<file path="src/rtl/less_distance_scanner.sv">
// ---------------------------------------------------------------------------
// less_distance_scanner
//
// Serial nearest-value selector. A job is opened by `start` with a non-zero
// `len`; the reference and length are latched. Candidates then stream in over
// a valid/ready handshake, and the scanner keeps the candidate closest to the
// reference. After the last candidate the result is presented until `outAck`.
//
// Handshake: a candidate transfers on a rising edge where inValid && inReady.
// The result transfers on a rising edge where outValid && outAck. inReady and
// outValid never depend on the current cycle's inputs.
//
// Ports
//   clk       in   rising-edge clock
//   rst       in   asynchronous active-high reset
//   start     in   job request, only looked at in IDLE
//   refI      in   reference value, latched on an accepted start
//   len       in   candidates in the job, latched on an accepted start
//   inValid   in   candidate valid
//   inData    in   candidate value
//   inReady   out  candidate accepted this cycle when inValid is high
//   outValid  out  result valid
//   outData   out  winning candidate
//   outIndex  out  0-based stream position of the winner
//   outDist   out  |winner - reference|
//   outAck    in   result consumed
//   busy      out  high while scanning or holding a result
//   state_o   out  FSM state for debug (0 IDLE, 1 SCAN, 2 DONE)
// ---------------------------------------------------------------------------
module less_distance_scanner #(
    parameter int WIDTH = 8,
    parameter int IDX_W = 4
) (
    input  logic             clk,
    input  logic             rst,
    input  logic             start,
    input  logic [WIDTH-1:0] refI,
    input  logic [IDX_W-1:0] len,
    input  logic             inValid,
    input  logic [WIDTH-1:0] inData,
    output logic             inReady,
    output logic             outValid,
    output logic [WIDTH-1:0] outData,
    output logic [IDX_W-1:0] outIndex,
    output logic [WIDTH-1:0] outDist,
    input  logic             outAck,
    output logic             busy,
    output logic [1:0]       state_o
);

    typedef enum logic [1:0] {
        ST_IDLE = 2'd0,
        ST_SCAN = 2'd1,
        ST_DONE = 2'd2
    } state_t;

    state_t           state_q;
    logic [WIDTH-1:0] ref_q;
    logic [IDX_W-1:0] len_q;
    logic [IDX_W-1:0] count_q;
    logic [WIDTH-1:0] best_data_q;
    logic [IDX_W-1:0] best_idx_q;
    logic [WIDTH-1:0] best_dist_q;
    logic             in_ready_q;
    logic             out_valid_q;
    logic             busy_q;

    logic [WIDTH-1:0] dist_d;
    logic             accept_d;
    logic             take_d;
    logic [IDX_W-1:0] count_d;
    logic             last_d;

    always_comb begin
        // Larger minus smaller keeps the distance in WIDTH bits without overflow.
        dist_d   = (inData >= ref_q) ? (inData - ref_q) : (ref_q - inData);
        accept_d = in_ready_q && inValid;
        // Strict less-than: on a tie the earlier candidate is kept.
        take_d   = accept_d && ((count_q == '0) || (dist_d < best_dist_q));
        count_d  = count_q + {{(IDX_W-1){1'b0}}, 1'b1};
        last_d   = (count_d == len_q);
    end

    always_ff @(posedge clk or posedge rst) begin
        if (rst) begin
            state_q     <= ST_IDLE;
            ref_q       <= '0;
            len_q       <= '0;
            count_q     <= '0;
            best_data_q <= '0;
            best_idx_q  <= '0;
            best_dist_q <= '0;
            in_ready_q  <= 1'b0;
            out_valid_q <= 1'b0;
            busy_q      <= 1'b0;
        end else begin
            case (state_q)
                ST_IDLE: begin
                    // A zero-length job has nothing to scan, so it is dropped.
                    if (start && (len != '0)) begin
                        ref_q      <= refI;
                        len_q      <= len;
                        count_q    <= '0;
                        in_ready_q <= 1'b1;
                        busy_q     <= 1'b1;
                        state_q    <= ST_SCAN;
                    end
                end
                ST_SCAN: begin
                    if (accept_d) begin
                        count_q <= count_d;
                        if (take_d) begin
                            best_data_q <= inData;
                            best_idx_q  <= count_q;
                            best_dist_q <= dist_d;
                        end
                        if (last_d) begin
                            in_ready_q  <= 1'b0;
                            out_valid_q <= 1'b1;
                            state_q     <= ST_DONE;
                        end
                    end
                end
                ST_DONE: begin
                    // start is not looked at here; only the ack moves us on.
                    if (outAck) begin
                        out_valid_q <= 1'b0;
                        busy_q      <= 1'b0;
                        state_q     <= ST_IDLE;
                    end
                end
                default: begin
                    in_ready_q  <= 1'b0;
                    out_valid_q <= 1'b0;
                    busy_q      <= 1'b0;
                    state_q     <= ST_IDLE;
                end
            endcase
        end
    end

    assign inReady  = in_ready_q;
    assign outValid = out_valid_q;
    assign busy     = busy_q;
    assign outData  = best_data_q;
    assign outIndex = best_idx_q;
    assign outDist  = best_dist_q;
    assign state_o  = state_q;

endmodule

</file>
<file path="config.mk">
export PLATFORM = sky130hd
export DESIGN_NAME = less_distance_scanner
export DESIGN_NICKNAME = d
export VERILOG_FILES = /design/src/rtl/less_distance_scanner.sv
export SDC_FILE = /design/constraint.sdc
export NUM_CORES = 1
export LEC_CHECK = 0
export ABC_AREA = 1
export CORE_UTILIZATION = 40
export CTS_CLUSTER_DIAMETER = 120
export CTS_CLUSTER_SIZE = 25
export DETAILED_ROUTE_END_ITERATION = 8
export PLACE_DENSITY_LB_ADDON = 0.25
export SYNTH_ARGS = -nofsm -noshare
export SYNTH_HDL_FRONTEND = slang
export SYNTH_SLANG_ARGS = --single-unit
</file>
<file path="constraint.sdc">
create_clock -name clk -period 3.2 [get_ports clk]
set_input_delay 0.48 -clock clk [delete_from_list [all_inputs] [get_ports clk]]
set_output_delay 0.48 -clock clk [all_outputs]
set_load 0.02 [all_outputs]
</file>
# Word-level counts from Yosys, hierarchy flattened
# Cells that the tools add are included.
dict set report word_totals {
  ff_bits 41
  latch_bits 0
  ramBits 0
  romBits 0
  out_inout_bits 25
  wordCells 58
  n_memories 0
}
dict set report op_classes {
  add_sub_neg 3
  n_mul 0
  n_div 0
  magnitude_cmp 2
  n_eq_ne 7
  n_shift 0
  mux 18
  bitwise_logic 3
  n_reduce_logical 15
}
# operator count
set ops {}
lappend ops {{subtractor 8 bit} 2}
lappend ops {{AND reduction 4 bit} 3}
lappend ops {{case mux 1 bit (3 select lines)} 3}
lappend ops {{AND reduction 3 bit} 3}
lappend ops {{>= comparator 8 bit} 1}
lappend ops {{< comparator 8 bit} 1}
lappend ops {{two-way mux 2 bit} 4}
lappend ops {{two-way mux 4 bit} 2}
lappend ops {{two-way mux 8 bit} 1}
lappend ops {{inequality test 2 bit (second input constant)} 4}
lappend ops {{case mux 4 bit (2 select lines)} 1}
lappend ops {{two-way mux 1 bit} 6}
lappend ops {{case mux 2 bit (3 select lines)} 1}
lappend ops {{adder 4 x 1 -> 4 bit (second input constant)} 1}
lappend ops {{== test 4 bit} 1}
lappend ops {{logical NOT 4 bit} 1}
lappend ops {{nonzero test 4 bit} 1}
lappend ops {{logical AND 1 bit} 3}
lappend ops {{NOT 1 bit} 3}
lappend ops {{== test 2 x 1 -> 1 bit (second input constant)} 1}
lappend ops {{== test 2 bit (second input constant)} 1}
lappend ops {{logical NOT 2 bit} 1}
lappend ops {{AND reduction 2 bit} 1}
lappend ops {{nonzero test 2 bit} 1}
lappend ops {{logical OR 1 bit} 1}

# Depth between registers and ports, before layout
# Gate-level depths: netlist (run 1).
dict set report logic_depth {
  depth_word 6
  ltp_mapped 26
  mapped_depth_nobuf 25
}

# Worst setup path before layout (run 1)
# Ideal clock, no wire load.
dict set report synth_timing {
  path_kind {input -> register}
  startpoint {input port inData[0]}
  endpoint {register best_data_q[1] (netlist: outData[1])}
  setup_ns 0.120
  arrival_ns 2.821
  required_time_ns 3.080
  path_slack_ns 0.259
  cell_stages 23
  n_path_buf 1
  cell_sequence {inv_1 -> ha_1 -> inv_1 -> fa_1 -> inv_1 -> nor2_2 -> nor2_2 -> nand2_2 -> nand2_2 -> nand2_4 -> inv_4 -> nand2_1 -> nand2_1 -> inv_1 -> ha_1 -> a21oi_1 -> o21a_1 -> nand2_1 -> nand2_1 -> nand2_4 -> buf_6 -> nand2_1 -> o21ai_2}
}
dict set report synth_between {
  elab_chain_len 6
}
# element line
set synth_lines {}
lappend synth_lines {{start, declared} 40} ;# input logic [WIDTH-1:0] inData,
lappend synth_lines {{subtractor 8 bit / >= comparator 8 bit (equally long branches)} 76} ;# dist_d = (inData >= ref_q) ? (inData - ref_q) : (ref_q - inData);
lappend synth_lines {{two-way mux 8 bit (*)} 76}
lappend synth_lines {{via dist_d[7]} 68} ;# logic [WIDTH-1:0] dist_d;
lappend synth_lines {{< comparator 8 bit (*)} 79} ;# take_d = accept_d && ((count_q == '0) || (dist_d < best_dist_q));
lappend synth_lines {{logical OR 1 bit (*)} 79}
lappend synth_lines {{logical AND 1 bit (*)} 79}
lappend synth_lines {{AND reduction 3 bit (no source line) (*)} -}
lappend synth_lines {{end signal, assigned} 113} ;# best_data_q <= inData;
lappend synth_lines {{end, declared} 61} ;# logic [WIDTH-1:0] best_data_q;
# The timed path passes the listed nets; every way through them passes the cells marked *.
# A chain may end at the register's enable or synchronous reset.

# Worst setup path in the final report (run 1)
dict set report layout_timing {
  startpoint {input port inData[3]}
  endpoint {register best_data_q[4] (netlist: outData[4])}
}
# The elaborated chain is that of the path after synthesis.

==> results.tsv, run 1 <==
metric	value	unit
dp_slack	-0.3137	ns
synth_edf_count	0	
clkSlewWorstSetupHoldPaths	0.08	ns
core_area	6907	um^2
synthDistinctLibCells	29	
total_power	4289	uW
startpoint	inData[3]	
fill_cells	639	
max_slew.worst_pin.slew	0.5518	ns
grt.overflow.total	0	
clk_latency	0.29	ns
path_class	input pin to register	
syn_to_final_growth	44.75	%
htree_levels	2	
grt_pass1_wl	11240	um
drt-initial-drc-count	132	
required	3.39	ns
final_hold_viol_count	0	
drive_gt1_share	22.85	%
maxSlewViolCount	0	
route.antenna.remaining_nets	0	
start_kind	input pin	
clockBufferDepth	2	
synth_fp_nets	458	
vdd_drop_max	344.6	uV
cts_tree	built	
rr_worst_depth	22	
place_hpwl	5085	um
viasPerCell	4.533	
fin_nets	562	
routed_wl	6919	um
gp_congestion	0.8608	
status	complete, no violations	
relSlewSlack	63.17	%
crit_cells	22	
crit_end	outData[4]$_DFFE_PP0P_	
min_period	3.091	ns
p_per_area	1018	nW/um^2
async_reset_ff_share	100.0	%
synth_ff_type	dfrtp_1	
cp_num_buf_inv	5	
vias	2756	
final.period_utilization	96.60	%
avgSynthCellArea	7.151	um^2
slowest_delay	0.47	ns
fin_ws	0.1089	ns
ys_seq_area_share	35.25	%
holdCritPathClass	register to register	
worst-path-max-fanout	8	
reg2reg_from	ref_q[0]$_DFFE_PP0P_	
firstDrtPassIters	4	
yosys_warnings	0	
io_pins	50	
cts_root_buffer	clkbuf_8	
die_w	87.30	um
synth_seq_cells	41	
multi_input_area	1672	um^2
io_buffers	49	
numCtsBuffers	5	
worstPathCellList	clkdlybuf4s50_1 > inv_1 > ha_4 > nand2_1 > nand2_1 > nor2_2 > nand2_2 > nand2_2 > nand2_4 > inv_4 > nand2_1 > nand2_1 > inv_1 > ha_1 > a21oi_2 > o21a_1 > nand2_2 > nand2_4 > nand2_8 > clkbuf_16 > nand2_1 > o21ai_2	
grt_pass1_vias	2625	
r2r_end	outData[4]$_DFFE_PP0P_	
cp.arrival	3.28	ns
max_cap_violations	0	
initial_core_util	42.14	%
antenna-diode-count	0	
drc	0	
die_h	87.30	um
grt_max_degree	42	
synthCells	407	
regArea	1026	um^2
setup-violations-final	0	
track_usage	18.69	%
crit_path_frequent_cell	nand2_1	
wl_per_cell	11.38	um
die_area	7620	um^2
p_leak	0.002240	uW
cpLargestDelayFamily	simple AND/OR/NAND/NOR gates	
regToRegSetupSlack	0.27	ns
fmax	323.5	MHz
slowest_stage	clkdlybuf4s50_1	
cp-end-kind	register	
netlist_area	2910	um^2
clock-sinks	41	
skew	0.004131	ns
antenna_found_initial	0	
num_rows	30	
[layout make-up]
class | instances | share of cell area, %
clock buffers | 6 | 1.960
clock inverters | 2 | 0.3267
inverters | 79 | 7.098
multi-input cells | 280 | 39.68
flip-flops and latches | 41 | 24.35
well taps | 96 | 2.851
repair buffers | 104 | 23.73
[cell usage after synthesis, types with 2 or more instances]
cell | instances | area [um^2]
nand2_1 | 128 | 480.5
inv_1 | 76 | 285.3
dfrtp_1 | 41 | 1026
nor2_1 | 31 | 116.4
ha_1 | 24 | 300.3
nand3_1 | 20 | 100.1
a21oi_1 | 17 | 85.08
o21ai_0 | 11 | 55.05
o21ai_2 | 10 | 87.58
o21ai_1 | 8 | 40.04
nand2_2 | 6 | 37.54
nand4_1 | 6 | 37.54
buf_6 | 4 | 45.04
buf_2 | 3 | 15.01
xor2_1 | 3 | 26.28
fa_1 | 2 | 40.04
inv_2 | 2 | 7.510
nand2_4 | 2 | 22.52
nor2_2 | 2 | 12.51
nor2_4 | 2 | 22.52
[how the worst min path moves through the flow]
stage	startpoint	to	slack [ns]	cells after the start
after floorplan	len_q[2]$_DFFE_PP0P_	len_q[2]$_DFFE_PP0P_	0.47	2
after global placement	outData[7]$_DFFE_PP0P_	outData[7]$_DFFE_PP0P_	0.46	2
after detailed placement	outData[3]$_DFFE_PP0P_	outData[3]$_DFFE_PP0P_	0.47	2
after CTS	outData[3]$_DFFE_PP0P_	outData[3]$_DFFE_PP0P_	0.49	2
after global routing	outData[7]$_DFFE_PP0P_	outData[7]$_DFFE_PP0P_	0.52	2
final	outValid$_DFFE_PP0P_	outValid$_DFFE_PP0P_	0.49	2
[flip-flops by register name, indices dropped and copies added, names as in the netlist]
signal    flops
busy          1
count_q       4
inReady       1
len_q         4
outData       8
outDist       8
outIndex      4
outValid      1
ref_q         8
state_o       2
[stage by stage]
| stage | utilization [%] | cell area (um^2) | TNS [ns] | hold slack (ns) | std cells |
|---|---|---|---|---|---|
| floorplan | - | 2910 | 0 | 0.4749 | 407 |
| global placement | 55.80 | 3854 | -4.750 | 0.4640 | 594 |
| detailed placement | 55.80 | 3854 | -6.084 | 0.4722 | 594 |
| CTS | 57.34 | 3960 | 0 | 0.4927 | 602 |
| global route | 61.00 | 4213 | -0.04132 | 0.5152 | 608 |
| finish | 61.00 | 4213 | 0 | 0.4886 | 608 |
[placed cells by master (no fill, tap or decap), drive strengths merged]
cell           synthesis  routed
dlymetal6s2s           0       3
o22ai                  1       1
nand3b                 1       1
nor2                  35      35
nor3                   1       1
inv                   79      79
nand4                  6       6
o21a                   1       1
ha                    24      24
xnor2                  1       1
o21bai                 1       1
clkbuf                 0       9
dfrtp                 41      41
xor2                   3       3
nand3                 21      21
a21oi                 18      18
buf                    7      52
o21ai                 29      29
nand2                136     136
fa                     2       2
clkinv                 0       2
clkdlybuf4s50          0      46
[what timing repair did]
action,4_1_cts,5_1_grt
setup buffers,0,2
pin swaps,0,9
hold buffers,0,0
cloned,0,4
gates resized for setup,2,35
endpoints found under the setup margin,3,20
[layer usage]
layer	part of all wire, %	GRT usage (%)
met5	0	0
met4	1.3	4.471
met3	2.2	3.128
met2	48	32.03
met1	48	24.51
[worst reg2reg max path, cell delays in order, from the launching register on]
cell and delay, ns:
dfrtp_1 0.38, ha_1 0.15, inv_1 0.06, fa_2 0.33, inv_1 0.07, nor2_2 0.04
nor2_2 0.13, nand2_2 0.06, nand2_2 0.07, nand2_4 0.08, inv_4 0.09, nand2_1 0.06
nand2_1 0.10, inv_1 0.05, ha_1 0.30, a21oi_2 0.15, o21a_1 0.14, nand2_2 0.08
nand2_4 0.08, nand2_8 0.11, clkbuf_16 0.19, nand2_1 0.07, o21ai_2 0.05
[logic make-up after synthesis]
group / Yosys count / share of synthesized area (%)
AO/OA/AOI/OAI: 50 / 10.23
XOR/XNOR: 4 / 1.204
adder cells (fa/ha/maj): 26 / 11.69
buffers and inverters: 86 / 12.34
flip-flops: 41 / 35.25
AND/OR/NAND/NOR: 200 / 29.28
[report_power, final]
part / switching [uW] / internal (uW)
Combinational: 1600 / 1400
Clock: 194 / 175
Sequential: 171 / 745
No activity file was read; power rests on OpenSTA's default activity.
==> run 2, diff against run 1 <==
Settings changed: TNS_END_PERCENT set to 50.
==> results of run 2 <==
No change in the layout: final DEF, timing and power equal those of run 1.
==> run 3, diff against run 2 <==
Settings changed: CORE_MARGIN set to 3.
==> results.tsv, run 3 (synthesis gave the netlist of run 1 again) <==
metric	value	unit
core_area	6907	um^2
r2r_end	outData[0]$_DFFE_PP0P_	
grt_max_degree	42	
max_cap_violations	0	
hold_slack	0.4868	ns
drc	0	
grt.overflow.total	0	
regToRegSetupSlack	0.25	ns
hold_path_depth	2	
vdd_drop_max	422.7	uV
crit_path_frequent_cell	nand2_2	
gp_congestion	0.8534	
setup-violations-final	0	
antenna_found_initial	0	
clockBufferDepth	2	
final_cell_mix	nand2_1 (121), inv_1 (72), clkdlybuf4s50_1 (46)	
io_pins	50	
rr_worst_depth	22	
vias	2738	
syn_to_final_growth	44.45	%
total_power	4344	uW
wl_per_cell	11.64	um
place_hpwl	5162	um
initial_core_util	42.14	%
p_leak	0.002228	uW
drt-initial-drc-count	73	
clk_latency	0.29	ns
cts_tree	built	
htree_levels	2	
cts_root_buffer	clkbuf_8	
routed_wl	7043	um
min_period	3.033	ns
fin_nets	559	
drive_gt1_share	22.79	%
final.period_utilization	94.79	%
path_class	input pin to register	
final_cells	605	
placed_cell_area	3831	um^2
antenna-diode-count	0	
whs_endpoint	outData[2]$_DFFE_PP0P_	
cp.arrival	3.23	ns
die_area	8335	um^2
clock-sinks	41	
start_kind	input pin	
grt_pass1_wl	10870	um
firstDrtPassIters	4	
fmax	329.7	MHz
route.antenna.remaining_nets	0	
slowest_delay	0.49	ns
fill_cells	653	
numCtsBuffers	5	
worstPathCellList	clkdlybuf4s50_1 > inv_2 > ha_4 > nand2_2 > nand2_1 > nor2_2 > nand2_2 > nand2_2 > nand2_4 > inv_4 > nand2_1 > nand2_2 > inv_1 > ha_1 > a21oi_2 > o21a_1 > nand2_2 > nand2_4 > nand2_8 > clkbuf_16 > nand2_1 > o21ai_2	
min-delay-start	outData[2]$_DFFE_PP0P_	
final_common_cell	nand2_1	
status	complete, no violations	
holdCritPathClass	register to register	
worst-path-max-fanout	8	
finalInstanceArea	4204	um^2
viasPerCell	4.526	
grt_pass1_vias	2466	
reg2reg_from	ref_q[0]$_DFFE_PP0P_	
skew	0.006412	ns
num_rows	30	
clkSlewWorstSetupHoldPaths	0.09	ns
cp-end-kind	register	
io_buffers	49	
maxSlewViolCount	0	
die_h	91.30	um
final_hold_viol_count	0	
slowest_stage	clkdlybuf4s50_1	
dp.cells	591	
relSlewSlack	64.08	%
die_w	91.30	um
p_per_area	1033	nW/um^2
max_slew.worst_pin.slew	0.5388	ns
track_usage	15.86	%
required	3.39	ns
utilization	60.87	%
[run 3: cell count changes in the layout (fill, tap and decap cells not counted), sizes merged]
cell  previous run  this run
buf             52        49
[run 3: timing repair]
item                       in CTS  in global routing
pin swaps                       0                  5
setup endpoints to repair      20                 20
hold buffers                    0                  0
hold endpoints to repair        0                  0
gates cloned                    0                  4
gates resized for setup         3                 35
buffers inserted                0                  2
[run 3: layout make-up]
| cell class | count | area (um^2) | area share (%) |
|---|---|---|---|
| Tap cell | 96 | 120.1 | 2.857 |
| Timing Repair Buffer | 101 | 973.4 | 23.15 |
| Clock inverter | 2 | 13.76 | 0.3274 |
| Sequential cell | 41 | 1026 | 24.40 |
| Multi-Input combinational cell | 280 | 1689 | 40.18 |
| Clock buffer | 6 | 82.58 | 1.964 |
| Inverter | 79 | 299.0 | 7.113 |
[run 3: routing by layer]
layer	track usage [%]	wire length (um)	vias to the layer above
met4	3.769	100	0
met2	27.16	3432	50
met3	2.568	268	9
li1	-	-	1454
met1	20.92	3242	1225
met5	0	0	-
[run 3: where the power goes]
group	switching, uW	internal [uW]	total (uW)
logic	1640	1430	3070
clock network	194	175	369
registers	165	744	909
[run 3: critical path, delay by kind of cell]
kind / cells / cell delay (ns)
AND/OR/NAND/NOR: 12 / 0.97
AO/OA/AOI/OAI: 3 / 0.32
buffers and inverters: 5 / 0.88
adder cells (fa/ha/maj): 2 / 0.56
[run 3: stage by stage]
step	TNS (ns)	worst slack (ns)
2_1_floorplan	0	0.2591
3_3_place_gp	-4.798	-0.2496
3_5_place_dp	-6.745	-0.3537
4_1_cts	0	0.01383
5_1_grt	-0.4751	-0.04691
6_report	0	0.1666
[run 3: worst max path at each step]
stage,from,to,cells after the start
after floorplan,inData[0],outData[1]$_DFFE_PP0P_,23
after global placement,inData[0],outIndex[1]$_DFFE_PP0P_,24
after detailed placement,inData[0],outData[1]$_DFFE_PP0P_,24
after CTS,inData[0],outData[1]$_DFFE_PP0P_,24
after global routing,inData[4],outData[0]$_DFFE_PP0P_,21
final,inData[3],outData[0]$_DFFE_PP0P_,22
